<file path="config.mk">
export PLATFORM = sky130hd
export DESIGN_NAME = regfile_wb_ctrl_flat
export DESIGN_NICKNAME = d
export VERILOG_FILES = /design/src/rtl/regfile_wb_ctrl_if.sv /design/src/rtl/regfile_wb_ctrl.sv /design/src/flat_wrapper.sv
export SDC_FILE = /design/constraint.sdc
export NUM_CORES = 1
export LEC_CHECK = 0
export ABC_AREA = 1
export BUFFER_PORTS_ARGS = -buffer_cell sky130_fd_sc_hd__buf_2
export CORE_MARGIN = 1.5
export CORE_UTILIZATION = 49
export CTS_CLUSTER_DIAMETER = 50
export DETAILED_ROUTE_END_ITERATION = 7
export PLACE_DENSITY = 0.81
export SLEW_MARGIN = 20
export SYNTH_ARGS = -nofsm -noshare
export SYNTH_HDL_FRONTEND = slang
export SYNTH_SLANG_ARGS = --single-unit
export TNS_END_PERCENT = 10
</file>
<file path="constraint.sdc">
create_clock -name clk -period 2.2 [get_ports clk]
set_input_delay 0.44 -clock clk [delete_from_list [all_inputs] [get_ports clk]]
set_output_delay 0.44 -clock clk [all_outputs]
set_load 0.05 [all_outputs]
</file>
<file path="src/rtl/regfile_wb_ctrl_if.sv">
// regfile_wb_ctrl_if: issue, write-back source and register-file write-port signals
interface regfile_wb_ctrl_if #(
   parameter int XLEN = 32,
   parameter int NREG = 32
);
   logic            issue_valid;
   logic [4:0]      issue_rs1;
   logic [4:0]      issue_rs2;
   logic [4:0]      issue_rd;
   logic            issue_stall;
   logic            alu_valid;
   logic [4:0]      alu_rd;
   logic [XLEN-1:0] alu_data;
   logic            alu_ready;
   logic            lsu_valid;
   logic [4:0]      lsu_rd;
   logic [XLEN-1:0] lsu_data;
   logic            lsu_ready;
   logic            rf_wen;
   logic [4:0]      rf_waddr;
   logic [XLEN-1:0] rf_wdata;
   logic [NREG-1:0] busy;
   modport slave (
      input  issue_valid, issue_rs1, issue_rs2, issue_rd,
      input  alu_valid, alu_rd, alu_data, lsu_valid, lsu_rd, lsu_data,
      output issue_stall, alu_ready, lsu_ready, rf_wen, rf_waddr, rf_wdata, busy
   );
   modport master (
      output issue_valid, issue_rs1, issue_rs2, issue_rd,
      output alu_valid, alu_rd, alu_data, lsu_valid, lsu_rd, lsu_data,
      input  issue_stall, alu_ready, lsu_ready, rf_wen, rf_waddr, rf_wdata, busy
   );
endinterface

</file>
<file path="src/rtl/regfile_wb_ctrl.sv">
// regfile_wb_ctrl: ALU/LSU write-back arbiter, registered RF write stage and busy scoreboard.
// Define WB_RR_EN for round-robin arbitration; default is fixed priority, LSU over ALU.
module regfile_wb_ctrl #(
   parameter int XLEN = 32,
   parameter int NREG = 32
) (
   input logic              clk,
   input logic              rst,
   regfile_wb_ctrl_if.slave wb
);
   logic [NREG-1:0] busy_q, busy_d;
   logic            rf_wen_q, rf_wen_d;
   logic [4:0]      rf_waddr_q, rf_waddr_d;
   logic [XLEN-1:0] rf_wdata_q, rf_wdata_d;
   logic            grant_alu, grant_lsu, issue_ok;
`ifdef WB_RR_EN
   logic lsu_first_q, lsu_first_d;
   always_comb begin
      grant_lsu   = !rst & wb.lsu_valid & (!wb.alu_valid | lsu_first_q);
      grant_alu   = !rst & wb.alu_valid & !grant_lsu;
      lsu_first_d = grant_lsu ? 1'b0 : grant_alu ? 1'b1 : lsu_first_q;
   end
   always_ff @(posedge clk)
      if (rst) lsu_first_q <= 1'b1;
      else     lsu_first_q <= lsu_first_d;
`else
   always_comb begin
      grant_lsu = !rst & wb.lsu_valid;
      grant_alu = !rst & wb.alu_valid & !wb.lsu_valid;
   end
`endif
   always_comb begin
      wb.issue_stall = wb.issue_valid &
                       (busy_q[wb.issue_rs1] | busy_q[wb.issue_rs2] | busy_q[wb.issue_rd]);
      issue_ok       = wb.issue_valid & !wb.issue_stall & (wb.issue_rd != 5'd0);
      busy_d         = busy_q;
      if (rf_wen_q) busy_d[rf_waddr_q] = 1'b0;
      // set after clear so a forced same-bit collision leaves the register busy
      if (issue_ok) busy_d[wb.issue_rd] = 1'b1;
      busy_d[0]      = 1'b0;
      rf_wen_d       = grant_lsu ? (wb.lsu_rd != 5'd0) : grant_alu ? (wb.alu_rd != 5'd0) : 1'b0;
      rf_waddr_d     = grant_lsu ? wb.lsu_rd : grant_alu ? wb.alu_rd : rf_waddr_q;
      rf_wdata_d     = grant_lsu ? wb.lsu_data : grant_alu ? wb.alu_data : rf_wdata_q;
   end
   always_ff @(posedge clk)
      if (rst) begin
         busy_q     <= '0;
         rf_wen_q   <= 1'b0;
         rf_waddr_q <= '0;
         rf_wdata_q <= '0;
      end else begin
         busy_q     <= busy_d;
         rf_wen_q   <= rf_wen_d;
         rf_waddr_q <= rf_waddr_d;
         rf_wdata_q <= rf_wdata_d;
      end
   assign wb.alu_ready = grant_alu;
   assign wb.lsu_ready = grant_lsu;
   assign wb.rf_wen    = rf_wen_q;
   assign wb.rf_waddr  = rf_waddr_q;
   assign wb.rf_wdata  = rf_wdata_q;
   assign wb.busy      = busy_q;
endmodule

</file>
<file path="src/flat_wrapper.sv">
// flat-port wrapper written by rule: the top's interface ports become plain ports
module regfile_wb_ctrl_flat 
#(
   parameter int XLEN = 32,
   parameter int NREG = 32
)
  (clk, rst, wb_issue_valid, wb_issue_rs1, wb_issue_rs2, wb_issue_rd, wb_alu_valid, wb_alu_rd, wb_alu_data, wb_lsu_valid, wb_lsu_rd, wb_lsu_data, wb_issue_stall, wb_alu_ready, wb_lsu_ready, wb_rf_wen, wb_rf_waddr, wb_rf_wdata, wb_busy);
  regfile_wb_ctrl_if #(.XLEN(XLEN), .NREG(NREG)) wb_i ();
  input logic clk;
  input logic rst;
  input wire logic [$bits(wb_i.issue_valid)-1:0] wb_issue_valid;
  input wire logic [$bits(wb_i.issue_rs1)-1:0] wb_issue_rs1;
  input wire logic [$bits(wb_i.issue_rs2)-1:0] wb_issue_rs2;
  input wire logic [$bits(wb_i.issue_rd)-1:0] wb_issue_rd;
  input wire logic [$bits(wb_i.alu_valid)-1:0] wb_alu_valid;
  input wire logic [$bits(wb_i.alu_rd)-1:0] wb_alu_rd;
  input wire logic [$bits(wb_i.alu_data)-1:0] wb_alu_data;
  input wire logic [$bits(wb_i.lsu_valid)-1:0] wb_lsu_valid;
  input wire logic [$bits(wb_i.lsu_rd)-1:0] wb_lsu_rd;
  input wire logic [$bits(wb_i.lsu_data)-1:0] wb_lsu_data;
  output wire logic [$bits(wb_i.issue_stall)-1:0] wb_issue_stall;
  output wire logic [$bits(wb_i.alu_ready)-1:0] wb_alu_ready;
  output wire logic [$bits(wb_i.lsu_ready)-1:0] wb_lsu_ready;
  output wire logic [$bits(wb_i.rf_wen)-1:0] wb_rf_wen;
  output wire logic [$bits(wb_i.rf_waddr)-1:0] wb_rf_waddr;
  output wire logic [$bits(wb_i.rf_wdata)-1:0] wb_rf_wdata;
  output wire logic [$bits(wb_i.busy)-1:0] wb_busy;
  assign wb_i.issue_valid = wb_issue_valid;
  assign wb_i.issue_rs1 = wb_issue_rs1;
  assign wb_i.issue_rs2 = wb_issue_rs2;
  assign wb_i.issue_rd = wb_issue_rd;
  assign wb_i.alu_valid = wb_alu_valid;
  assign wb_i.alu_rd = wb_alu_rd;
  assign wb_i.alu_data = wb_alu_data;
  assign wb_i.lsu_valid = wb_lsu_valid;
  assign wb_i.lsu_rd = wb_lsu_rd;
  assign wb_i.lsu_data = wb_lsu_data;
  assign wb_issue_stall = wb_i.issue_stall;
  assign wb_alu_ready = wb_i.alu_ready;
  assign wb_lsu_ready = wb_i.lsu_ready;
  assign wb_rf_wen = wb_i.rf_wen;
  assign wb_rf_waddr = wb_i.rf_waddr;
  assign wb_rf_wdata = wb_i.rf_wdata;
  assign wb_busy = wb_i.busy;
  regfile_wb_ctrl #(.XLEN(XLEN), .NREG(NREG)) u_core (.clk(clk), .rst(rst), .wb(wb_i));
endmodule
</file>
== After elaboration in Yosys (flattened, before gate mapping) ==
Index checks and enable logic that the tools add are counted.

* Register bits: 70
* Input bits: 94
* Output and inout bits: 73
* Word-level logic and storage cells: 49

* Order comparisons: 6
* Mux-type cells: 18
* Bitwise logic cells: 11
* Reduce and logical (&&, ||, !) cells: 9

{| class="wikitable"
|+ Operators with widths
! kind !! number
|-
| two-way mux 32 bit || 4
|-
| AND 32 bit || 1
|-
| inverter 32 bit || 1
|-
| OR 32 bit || 1
|-
| < comparator 5 x 6 -> 1 bit (second input constant) || 4
|-
| binary-select mux 1 bit (select 5 bit) || 3
|-
| nonzero test 5 bit || 3
|-
| demux 1 bit (select 5 bit) || 2
|-
| greater-or-equal comparator 5 x 1 -> 1 bit (second input constant) || 2
|-
| two-way mux 5 bit || 2
|-
| two-way mux 1 bit || 7
|-
| AND 1 bit || 6
|-
| zero test 1 bit || 3
|-
| logical AND 1 bit || 2
|-
| OR 1 bit || 2
|-
| nonzero test 2 bit || 1
|}

== Depth between registers and ports, before layout ==
Gate-level depths: netlist of run 1.

* Depth in word-level cells: 9
* Gate-level depth with buffers: 14
* Gate-level depth less buffers: 12

== Worst setup path before layout of run 1 ==
No wires, ideal clock.

* Path type: flip-flop to output port
* From: register u_core.busy_q[19], in the netlist u_core.wb.busy[19]
* To: output wb_issue_stall
* Arrival time: 2.171 ns
* Data required time: 1.760 ns
* Path slack: -0.411 ns
* Cell stages (with the launch flop): 12
* Path buffers: 1
* Cells stage by stage: dfxtp_1 > inv_1 > nor2_1 > a21oi_1 > nand2_1 > nand2_1 > nand2_1 > inv_2 > nand2_1 > nor2_4 > buf_6 > a21boi_1

* Word-level cells in the longest chain between the ends: 5
* Elaborated cells on any way between the ends: 9
* Classes of those cells: mux (6); bitwise (3)

{| class="wikitable"
|+ Ends and longest elaborated chain
! item !! RTL line !! source
|-
| start: declaration || regfile_wb_ctrl.sv:11 || <nowiki>logic [NREG-1:0] busy_q, busy_d;</nowiki>
|-
| start signal: assignment || regfile_wb_ctrl.sv:52 || <nowiki>busy_q <= busy_d;</nowiki>
|-
| binary-select mux 1 bit (select 5 bit) || regfile_wb_ctrl.sv:34 || <nowiki>(busy_q[wb.issue_rs1] | busy_q[wb.issue_rs2] | busy_q[wb.issue_rd]);</nowiki>
|-
| two-way mux 1 bit (implied by the code) || regfile_wb_ctrl.sv:34 ||
|-
| OR 1 bit || regfile_wb_ctrl.sv:34 ||
|-
| OR 1 bit * || regfile_wb_ctrl.sv:34 ||
|-
| AND 1 bit * || regfile_wb_ctrl.sv:33 || <nowiki>wb.issue_stall = wb.issue_valid &</nowiki>
|-
| end: declaration || flat_wrapper.sv:21 || <nowiki>output wire logic [$bits(wb_i.issue_stall)-1:0] wb_issue_stall;</nowiki>
|}

Mark *: on every way between the ends. The rest lies on a longest branch, timed or not. The select of a mux whose other input is x is not followed.

== Worst setup path after layout of run 1 ==
* From: register u_core.busy_q[14], in the netlist u_core.wb.busy[14]
* To: output wb_issue_stall

The elaborated chain is that of the path after synthesis.

==> results of run 1 <==
logic make-up (layout without fill, tap and decap cells):
group	count (synthesis)	after routing
AND/OR/NAND/NOR	332	332
AO/OA/AOI/OAI	135	135
buffers and inverters	108	278
flip-flops	69	69
other	1	1
registers in the layout (all words and copies together), names as in the netlist:
register,flops
u_core.wb.rf_wdata,32
u_core.wb.busy,31
u_core.wb.rf_waddr,5
u_core.wb.rf_wen,1
routing by layer:
| layer | GRT usage | vias to the layer above |
|---|---|---|
| met5 | 0 | - |
| met4 | 0.1617 | 0 |
| met3 | 0.07890 | 65 |
| met2 | 0.5629 | 318 |
| met1 | 0.3907 | 2379 |
| li1 | - | 2497 |
repair_timing:
| action | in CTS | in global routing |
|---|---|---|
| pin swaps | 0 | 2 |
| setup endpoints to repair | 1 | 1 |
| buffers inserted | 0 | 1 |
| gates cloned | 0 | 0 |
| gates resized for setup | 4 | 49 |
where the power goes:
part / leakage [nW] / internal, mW / switching, mW
Sequential: 0.575 / 1.29 / 0.0338
Clock: 0.0908 / 0.419 / 0.511
Combinational: 1.87 / 0.259 / 0.530
Total: 2.54 / 1.97 / 1.08
area by class of cell:
cell class              count  area share
multi-input cells         468      0.4224
flip-flops and latches     69      0.2632
repair buffers            195      0.2096
inverters                  67     0.04763
well taps                 105     0.02440
clock buffers              10     0.02370
clock inverters             6    0.009061
cell usage after synthesis, types with 8 or more instances:
master,count,area share
buf_6,8,0.022
a21oi_1,52,0.063
buf_4,8,0.015
a31oi_1,22,0.033
dfxtp_1,69,0.34
clkbuf_1,15,0.014
nand4_1,31,0.047
inv_1,57,0.052
nor2_1,46,0.042
nand3_1,68,0.083
a22oi_1,17,0.031
nand2_1,169,0.15
o21ai_0,36,0.044
final timing paths:
path,startpoint,slack [ns],end,cells past startpoint
hold / removal,wb_alu_rd[4],0.33,u_core.wb.rf_wen$_SDFF_PP0_,3
setup / recovery,u_core.wb.busy[14]$_SDFF_PP0_,0.07,wb_issue_stall,11
setup reg to reg,u_core.wb.busy[25]$_SDFF_PP0_,0.40,u_core.wb.busy[16]$_SDFF_PP0_,11
hold reg to reg,u_core.wb.rf_wdata[13]$_SDFFE_PP0P_,0.46,u_core.wb.rf_wdata[13]$_SDFFE_PP0P_,2
worst register-to-register path: stages (launching register included):
cell,delay (ns)
dfxtp_4,0.36
buf_4,0.14
a22oi_1,0.14
nand2_1,0.07
nand2_1,0.06
nand2_1,0.05
inv_2,0.04
nand2_1,0.07
nor2_4,0.12
buf_4,0.34
nand4_1,0.16
a21oi_1,0.17
==> flow_summary.ini, run 1 <==
[pwr]
overall_power_of_the_completed_layout_mw = 3.048
static_power_due_to_leakage_nw = 2.536
power_per_cell_area_mw_per_mm2 = 566.0
peakVddDrop_mv = 0.4097

[sta]
tns_ns = 0
worst_slew_margin_rel = 0.6471
hold_ws_ns = 0.3317
setup_ws_ns = 0.07229
drv_slew = 0
max_clock_freq_mhz = 470.0
clock-skew-final_ns = 0.01197
timing_hold_violations_final = 0
report.final.setup_viol = 0
final.period_utilization = 0.9671
finalCriticalPeriod_ns = 2.128
tightestPinTransition_ns = 0.5294

[worst_setup_path]
crit_path_end_kind = primary output
cp.required_ns = 1.76
worstPathArrival_ns = 1.69
start_kind = register
cp.buffers_inverters = 2
critical_path_peak_fanout = 4
setup.worst_path.class = reg -> out
cp_top_family = simple AND/OR/NAND/NOR gates
crit_path_cell_trace = inv_1 > nand2_1 > nand3_1 > nand3_1 > nand3_1 > nand2_1 > nand2_1 > nand2_2 > nor2_4 > a21boi_4 > buf_8
cpPeakStageDelay_ns = 0.34
critical-path-slowest-cell = dfxtp_2

[final_layout]
regArea_mm2 = 0.001418
area_delta_synth_final_pct = 31.06
fillerInstances = 748
fin_area_mm2 = 0.005385
multi_input_gate_area_mm2 = 0.002275
drive_above_1_share = 0.3325
total_inserted_antenna_cells = 0
layout.core_utilization = 0.6587
mostFrequentLayoutCell = nand2_1
layout_common_cells = nand2_1 (167), buf_2 (162), nand3_1 (68)
finish.net_count = 904
post_layout_nonfiller_instances = 920

[die]
pin_count = 167
dieArea_mm2 = 0.008943
rows = 33
placeableCoreArea_mm2 = 0.008175
die_y_um = 94.57
die-width_um = 94.57
initial_utilization = 0.5026

[synthesis]
synth.avg_cell_area_um2 = 6.370
postSynthRegisterBits = 69
ys_warn_count = 0
synthArstFlopShare = 0
largest_family_of_logic_cells_by_synthesized_area = simple AND/OR/NAND/NOR gates
synth.mux.area_fraction = 0
ys_seq_area_frac = 0.3362
post_synth_instance_area_mm2 = 0.004109
synthAdderAreaFrac = 0
yosys.cell_types.count = 30
synthXorXnorAreaFrac = 0
synth_edf_count = 0
yosys.area_share.simple = 0.3538
postSynthNetCount = 739
synth-compound-area-share = 0.1857
synth_cells = 645
main_synth_ff_type = dfxtp_1

[grt]
pin_count_of_the_biggest_net_entering_global_routing = 52
grt_use_total = 0.3315
global_route_wire_length_before_repair_mm = 23.25
grt-ovfl-total = 0
grt_antenna_before_repair = 0
first_global_vias = 4911

[routing]
detail_route.wirelength_mm = 14.54
dr.max_layer_used = met4
drt-met1-wl_mm = 5.683
postRouteAntennaNets = 0
detailedRoute.firstIterationViolations = 523
wl_per_cell_um = 15.80
routed-via-count = 5259
via_per_inst = 5.716
met2_length_mm = 6.916
detailedRoute.firstPassIterationCount = 6
remaining_drc_errors = 0
met3RoutedLength_mm = 1.399

[clocking]
ctsLongestPathBuffers = 2
htree_levels = 3
cts_inserted_buffers = 9
tritoncts_clock_tree = done
clock_sink_count = 69
clk_pin_slew_worst_paths_ns = 0.08
cts_root_buffer = clkbuf_8
cts_hold_repair.buffers = 0
worstSkewPairLatency_ns = 0.35

[placed_design]
place_ws_ns = -0.02778
place.detailed.hpwl_mm = 11.07
detailed_place.area_mm2 = 0.005110
portBuffers = 165
placed_cells_incl_taps = 903
gp_congestion = 1.024

[min_path]
hold_path.class = in -> reg

[flow_run]
cap_violations = 0

[outcome]
run_status = finished clean
Note: power is estimated with default switching activity, not from simulation.
==> inputs of run 2 (changes only) <==
--- a/config.mk
+++ b/config.mk
@@ -11,7 +11,7 @@
 export CORE_UTILIZATION = 49
 export CTS_CLUSTER_DIAMETER = 50
 export DETAILED_ROUTE_END_ITERATION = 7
-export PLACE_DENSITY = 0.81
+export PLACE_DENSITY = 0.86
 export SLEW_MARGIN = 20
 export SYNTH_ARGS = -nofsm -noshare
 export SYNTH_HDL_FRONTEND = slang
==> run 2 against run 1 <==
  * Worst setup slack lost 0.0033 ns
  * Cell area rose by 1.3%
  * Sequential share of layout area grew 0.16 points
  * First-iteration DRC count shrank 5.7%
  * Utilization grew 0.87 points
  * Critical endpoint unchanged
  * Largest power group unchanged
  * Highest routed layer unchanged
==> flow_summary.ini, run 2 (synthesis results as in run 1) <==
[outcome]
run_status = finished clean

[final_layout]
area_delta_synth_final_pct = 32.80
fin_area_mm2 = 0.005456
layout.core_utilization = 0.6674
multi_input_gate_area_mm2 = 0.002291
mostFrequentLayoutCell = nand2_1
fillerInstances = 715
drive_above_1_share = 0.3574
finish.net_count = 906
layout_common_cells = nand2_1 (166), buf_2 (163), nand3_1 (63)
regArea_mm2 = 0.001445
post_layout_nonfiller_instances = 922
total_inserted_antenna_cells = 0
largest_register_ff_count = 32

[sta]
max_clock_freq_mhz = 469.3
tns_ns = 0
drv_slew = 0
clock-skew-final_ns = 0.009241
tightestPinTransition_ns = 0.5705
final.period_utilization = 0.9686
worst_slew_margin_rel = 0.6197
finalCriticalPeriod_ns = 2.131
report.final.setup_viol = 0
timing_hold_violations_final = 0

[pwr]
power_per_cell_area_mw_per_mm2 = 572.1
peakVddDrop_mv = 0.5043
static_power_due_to_leakage_nw = 2.561

[worst_setup_path]
startpoint_of_the_worst_setup_timing_path = wb_issue_rd[0]
critPathMostFrequentCell = nand2_1
critical_path_peak_fanout = 6
crit_path_end_kind = primary output
timing.rr.start = u_core.wb.busy[8]$_SDFF_PP0_
cp.required_ns = 1.76
setup.worst_path.class = in -> out
cpPeakStageDelay_ns = 0.16
critical-path-slowest-cell = buf_2
worstPathArrival_ns = 1.69
start_kind = input port
crit_path_cell_trace = buf_2 > inv_2 > nand2_2 > inv_2 > a21oi_1 > nand2_1 > nand2_1 > nand2_1 > inv_1 > nand2_1 > nor2_4 > a21boi_4 > buf_8

[routing]
detail_route.wirelength_mm = 14.28
remaining_drc_errors = 0
detailedRoute.firstIterationViolations = 493
postRouteAntennaNets = 0
routed-via-count = 5277
via_per_inst = 5.723
detailedRoute.firstPassIterationCount = 5
wl_per_cell_um = 15.49

[die]
dieArea_mm2 = 0.008943
die-width_um = 94.57
pin_count = 167
die_y_um = 94.57
placeableCoreArea_mm2 = 0.008175
rows = 33
initial_utilization = 0.5026

[grt]
grt_antenna_before_repair = 0
grt_use_total = 0.3249
grt-ovfl-total = 0
pin_count_of_the_biggest_net_entering_global_routing = 56
global_route_wire_length_before_repair_mm = 22.89
first_global_vias = 4942

[placed_design]
portBuffers = 165
place.detailed.hpwl_mm = 10.79
placed_cells_incl_taps = 896
detailed_place.area_mm2 = 0.005045
gp_congestion = 0.9872

[clocking]
tritoncts_clock_tree = done
htree_levels = 3
cts_root_buffer = clkbuf_8
worstSkewPairLatency_ns = 0.35
clock_sink_count = 69
cts_inserted_buffers = 9
ctsLongestPathBuffers = 2
cts_hold_repair.buffers = 0
clk_pin_slew_worst_paths_ns = 0.07

[flow_run]
cap_violations = 0

[min_path]
hold_path.class = in -> reg
hold_start = wb_lsu_rd[4]
-- run 2: stage by stage --
stage	hold slack (ns)	setup WS (ns)	power [mW]
global placement	0.4512	0.02107	2.067
finish	0.3512	0.06901	3.122
CTS	0.3371	0.01965	3.118
detailed placement	0.4536	0.006676	2.085
global route	0.3472	-0.01835	3.264
floorplan	0.5758	0.004326	1.852
-- run 2: path summary, 6_finish.rpt --
path                                   endpoint  slack (ns)  depth (start not counted)
min reg2reg  u_core.wb.rf_wdata[0]$_SDFFE_PP0P_        0.46                          2
max reg2reg        u_core.wb.busy[8]$_SDFF_PP0_        0.37                         12
min                 u_core.wb.rf_wen$_SDFF_PP0_        0.35                          3
max                              wb_issue_stall        0.07                         13
-- run 2: area by class of cell --
type / count / area share
timing repair buffer: 197 / 0.2068
sequential: 69 / 0.2648
inverter: 67 / 0.04792
multi-input combinational: 468 / 0.4199
clock buffer: 10 / 0.02339
tap: 105 / 0.02408
clock inverter: 6 / 0.01307
-- run 2: worst max-delay path: cells and delay by family --
kind,cells,cell delay (ns)
AO/OA/AOI/OAI,2,0.22
buffers and inverters,5,0.51
AND/OR/NAND/NOR,6,0.52
-- run 2: layer usage --
| metal | global-route usage | part of all wire | vias to the layer above | wire length (um) |
|---|---|---|---|---|
| met4 | 0.1493 | 0.038 | 0 | 540 |
| met3 | 0.07971 | 0.099 | 52 | 1411 |
| met2 | 0.5773 | 0.49 | 357 | 7006 |
| met1 | 0.3640 | 0.37 | 2365 | 5321 |
| met5 | 0 | 0 | - | 0 |
| li1 | - | - | 2503 | - |
-- run 2: repair_timing --
| item | 4_1_cts | 5_1_grt |
|---|---|---|
| endpoints found under the hold margin | 0 | 0 |
| buffers inserted | 0 | 10 |
| setup endpoints to repair | 1 | 1 |
| resized for setup | 6 | 74 |
| pin swaps | 0 | 17 |
-- run 2: power breakdown --
part	internal, mW	switching (mW)
sequential	1.29	0.0341
clock	0.534	0.508
combinational	0.238	0.523
total	2.06	1.06
==> inputs of run 3 (changes only) <==
--- a/config.mk
+++ b/config.mk
@@ -12,6 +12,7 @@
 export CTS_CLUSTER_DIAMETER = 50
 export DETAILED_ROUTE_END_ITERATION = 7
 export PLACE_DENSITY = 0.86
+export SETUP_SLACK_MARGIN = 0.4
 export SLEW_MARGIN = 20
 export SYNTH_ARGS = -nofsm -noshare
 export SYNTH_HDL_FRONTEND = slang
==> run 3 against run 2 <==
  * Fmax shrank 0.96%
  * Power increased by 6.9%
  * Utilization is 1.7 points higher
  * Combinational power is 12% higher
  * Via count grew 0.72%
  * Worst hold slack worse by 0.0026 ns
  * Routed wire length is 6.8% higher
  * Worst setup slack lost 0.021 ns
  * Die area is the same
  * Sequential power about the same
  * Critical path depth fell by 3
  * Critical endpoint unchanged
  * Largest power group unchanged
==> flow_summary.ini, run 3 (synthesis results as in run 1) <==
[final_layout]
area_delta_synth_final_pct = 36.21
layout.core_utilization = 0.6846
mostFrequentLayoutCell = nand2_1
total_inserted_antenna_cells = 0
layout_common_cells = nand2_1 (166), buf_2 (160), nand3_1 (66)
finish.net_count = 911
largest_register_ff_count = 32
drive_above_1_share = 0.3601
fin_area_mm2 = 0.005597
fillerInstances = 698

[clocking]
cts_root_buffer = clkbuf_8
cts_inserted_buffers = 9
clk_pin_slew_worst_paths_ns = 0.08
clock_sink_count = 69
worstSkewPairLatency_ns = 0.33
tritoncts_clock_tree = done
ctsLongestPathBuffers = 2
htree_levels = 3

[worst_setup_path]
crit_path_end_kind = primary output
worstPathArrival_ns = 1.71
cp.required_ns = 1.76
start_kind = input port
critical_path_peak_fanout = 5
setup.worst_path.class = in -> out
rrSetupSlack_ns = 0.23

[sta]
final.period_utilization = 0.9780
drv_slew = 0
finalCriticalPeriod_ns = 2.152
clock-skew-final_ns = 0.01019
max_clock_freq_mhz = 464.8
report.final.setup_viol = 0
setup_ws_ns = 0.04835
tns_ns = 0
rsz0062_at_grt = true
timing_hold_violations_final = 0

[pwr]
static_power_due_to_leakage_nw = 2.628
overall_power_of_the_completed_layout_mw = 3.339
peakVddDrop_mv = 0.5557
power_per_cell_area_mw_per_mm2 = 596.5

[die]
placeableCoreArea_mm2 = 0.008175
pin_count = 167
dieArea_mm2 = 0.008943
die_y_um = 94.57
die-width_um = 94.57
initial_utilization = 0.5026
rows = 33

[routing]
detailedRoute.firstIterationViolations = 414
postRouteAntennaNets = 0
wl_per_cell_um = 16.46
via_per_inst = 5.734
detail_route.wirelength_mm = 15.25
routed-via-count = 5315
remaining_drc_errors = 0
detailedRoute.firstPassIterationCount = 5

[placed_design]
gp_congestion = 1.002
place.detailed.hpwl_mm = 11.19
portBuffers = 165
detailed_place.area_mm2 = 0.005145
place_ws_ns = -0.05005

[grt]
grt_antenna_before_repair = 0
grt_use_total = 0.3338
pin_count_of_the_biggest_net_entering_global_routing = 35
global_route_wire_length_before_repair_mm = 23.30
grt-ovfl-total = 0
first_global_vias = 5000

[min_path]
hold_path.class = in -> reg

[outcome]
run_status = finished clean

[flow_run]
cap_violations = 0
[run 3: cell types whose count changed in the layout (fill, tap and decap cells not counted), sizes merged]
cell,change
clkbuf,+5
buf,+2
inv,-4
clkinvlp,-2
clkinv,+3
bufinv,+1
[run 3: where the power goes]
part           total (mW)  leakage [nW]  internal, mW  switching, mW
clock                1.16         0.116         0.698          0.465
combinational       0.849          1.93         0.296          0.553
sequential           1.33         0.579          1.29         0.0350
total                3.34          2.63          2.29           1.05
[run 3: path summary, 6_finish.rpt]
check / start / endpoint / cells past startpoint
hold / removal: wb_alu_rd[4] / u_core.wb.rf_wen$_SDFF_PP0_ / 3
hold reg to reg: u_core.wb.rf_wdata[3]$_SDFFE_PP0P_ / u_core.wb.rf_wdata[3]$_SDFFE_PP0P_ / 2
setup / recovery: wb_issue_rd[4] / wb_issue_stall / 10
setup reg to reg: u_core.wb.busy[24]$_SDFF_PP0_ / u_core.wb.busy[24]$_SDFF_PP0_ / 13
[run 3: critical path, stage by stage]
cell	delay, ns
buf_2	0.13
inv_1	0.10
nor3_1	0.36
nand2_1	0.10
nand2_1	0.08
inv_2	0.03
nand2_1	0.09
nor2_4	0.05
a21boi_4	0.16
buf_8	0.16
[run 3: metrics by stage]
stage / instances / hold slack [ns]
after floorplan: 645 / 0.5758
after global placement: 900 / 0.4508
after detailed placement: 900 / 0.4585
after CTS: 921 / 0.3286
after global routing: 927 / 0.3524
final: 927 / 0.3486
[run 3: routing by layer]
metal	wire, um	share of wire	vias to the layer above	track usage
li1	-	-	2508	-
met1	5996	0.39	2435	0.3943
met2	7372	0.48	324	0.5695
met3	1481	0.097	48	0.08454
met4	404	0.026	0	0.1468
met5	0	0	-	0
[run 3: cell type report]
class,instances,area [um^2],share of cell area
Multi-Input combinational cell,468,2303,0.4116
Sequential cell,69,1433,0.2560
Timing Repair Buffer,202,1220,0.2180
Inverter,67,284.0,0.05075
Clock buffer,12,155.1,0.02772
Tap cell,105,131.4,0.02347
Clock inverter,4,70.07,0.01252
[run 3: repair_timing]
item | CTS | global route
resized for setup | 28 | 21
buffers inserted | 5 | 3
gates cloned | 0 | 3
hold buffers | 0 | 0
hold endpoints to repair | 0 | 0
endpoints found under the setup margin | 2 | 32
pin swaps | 3 | 38
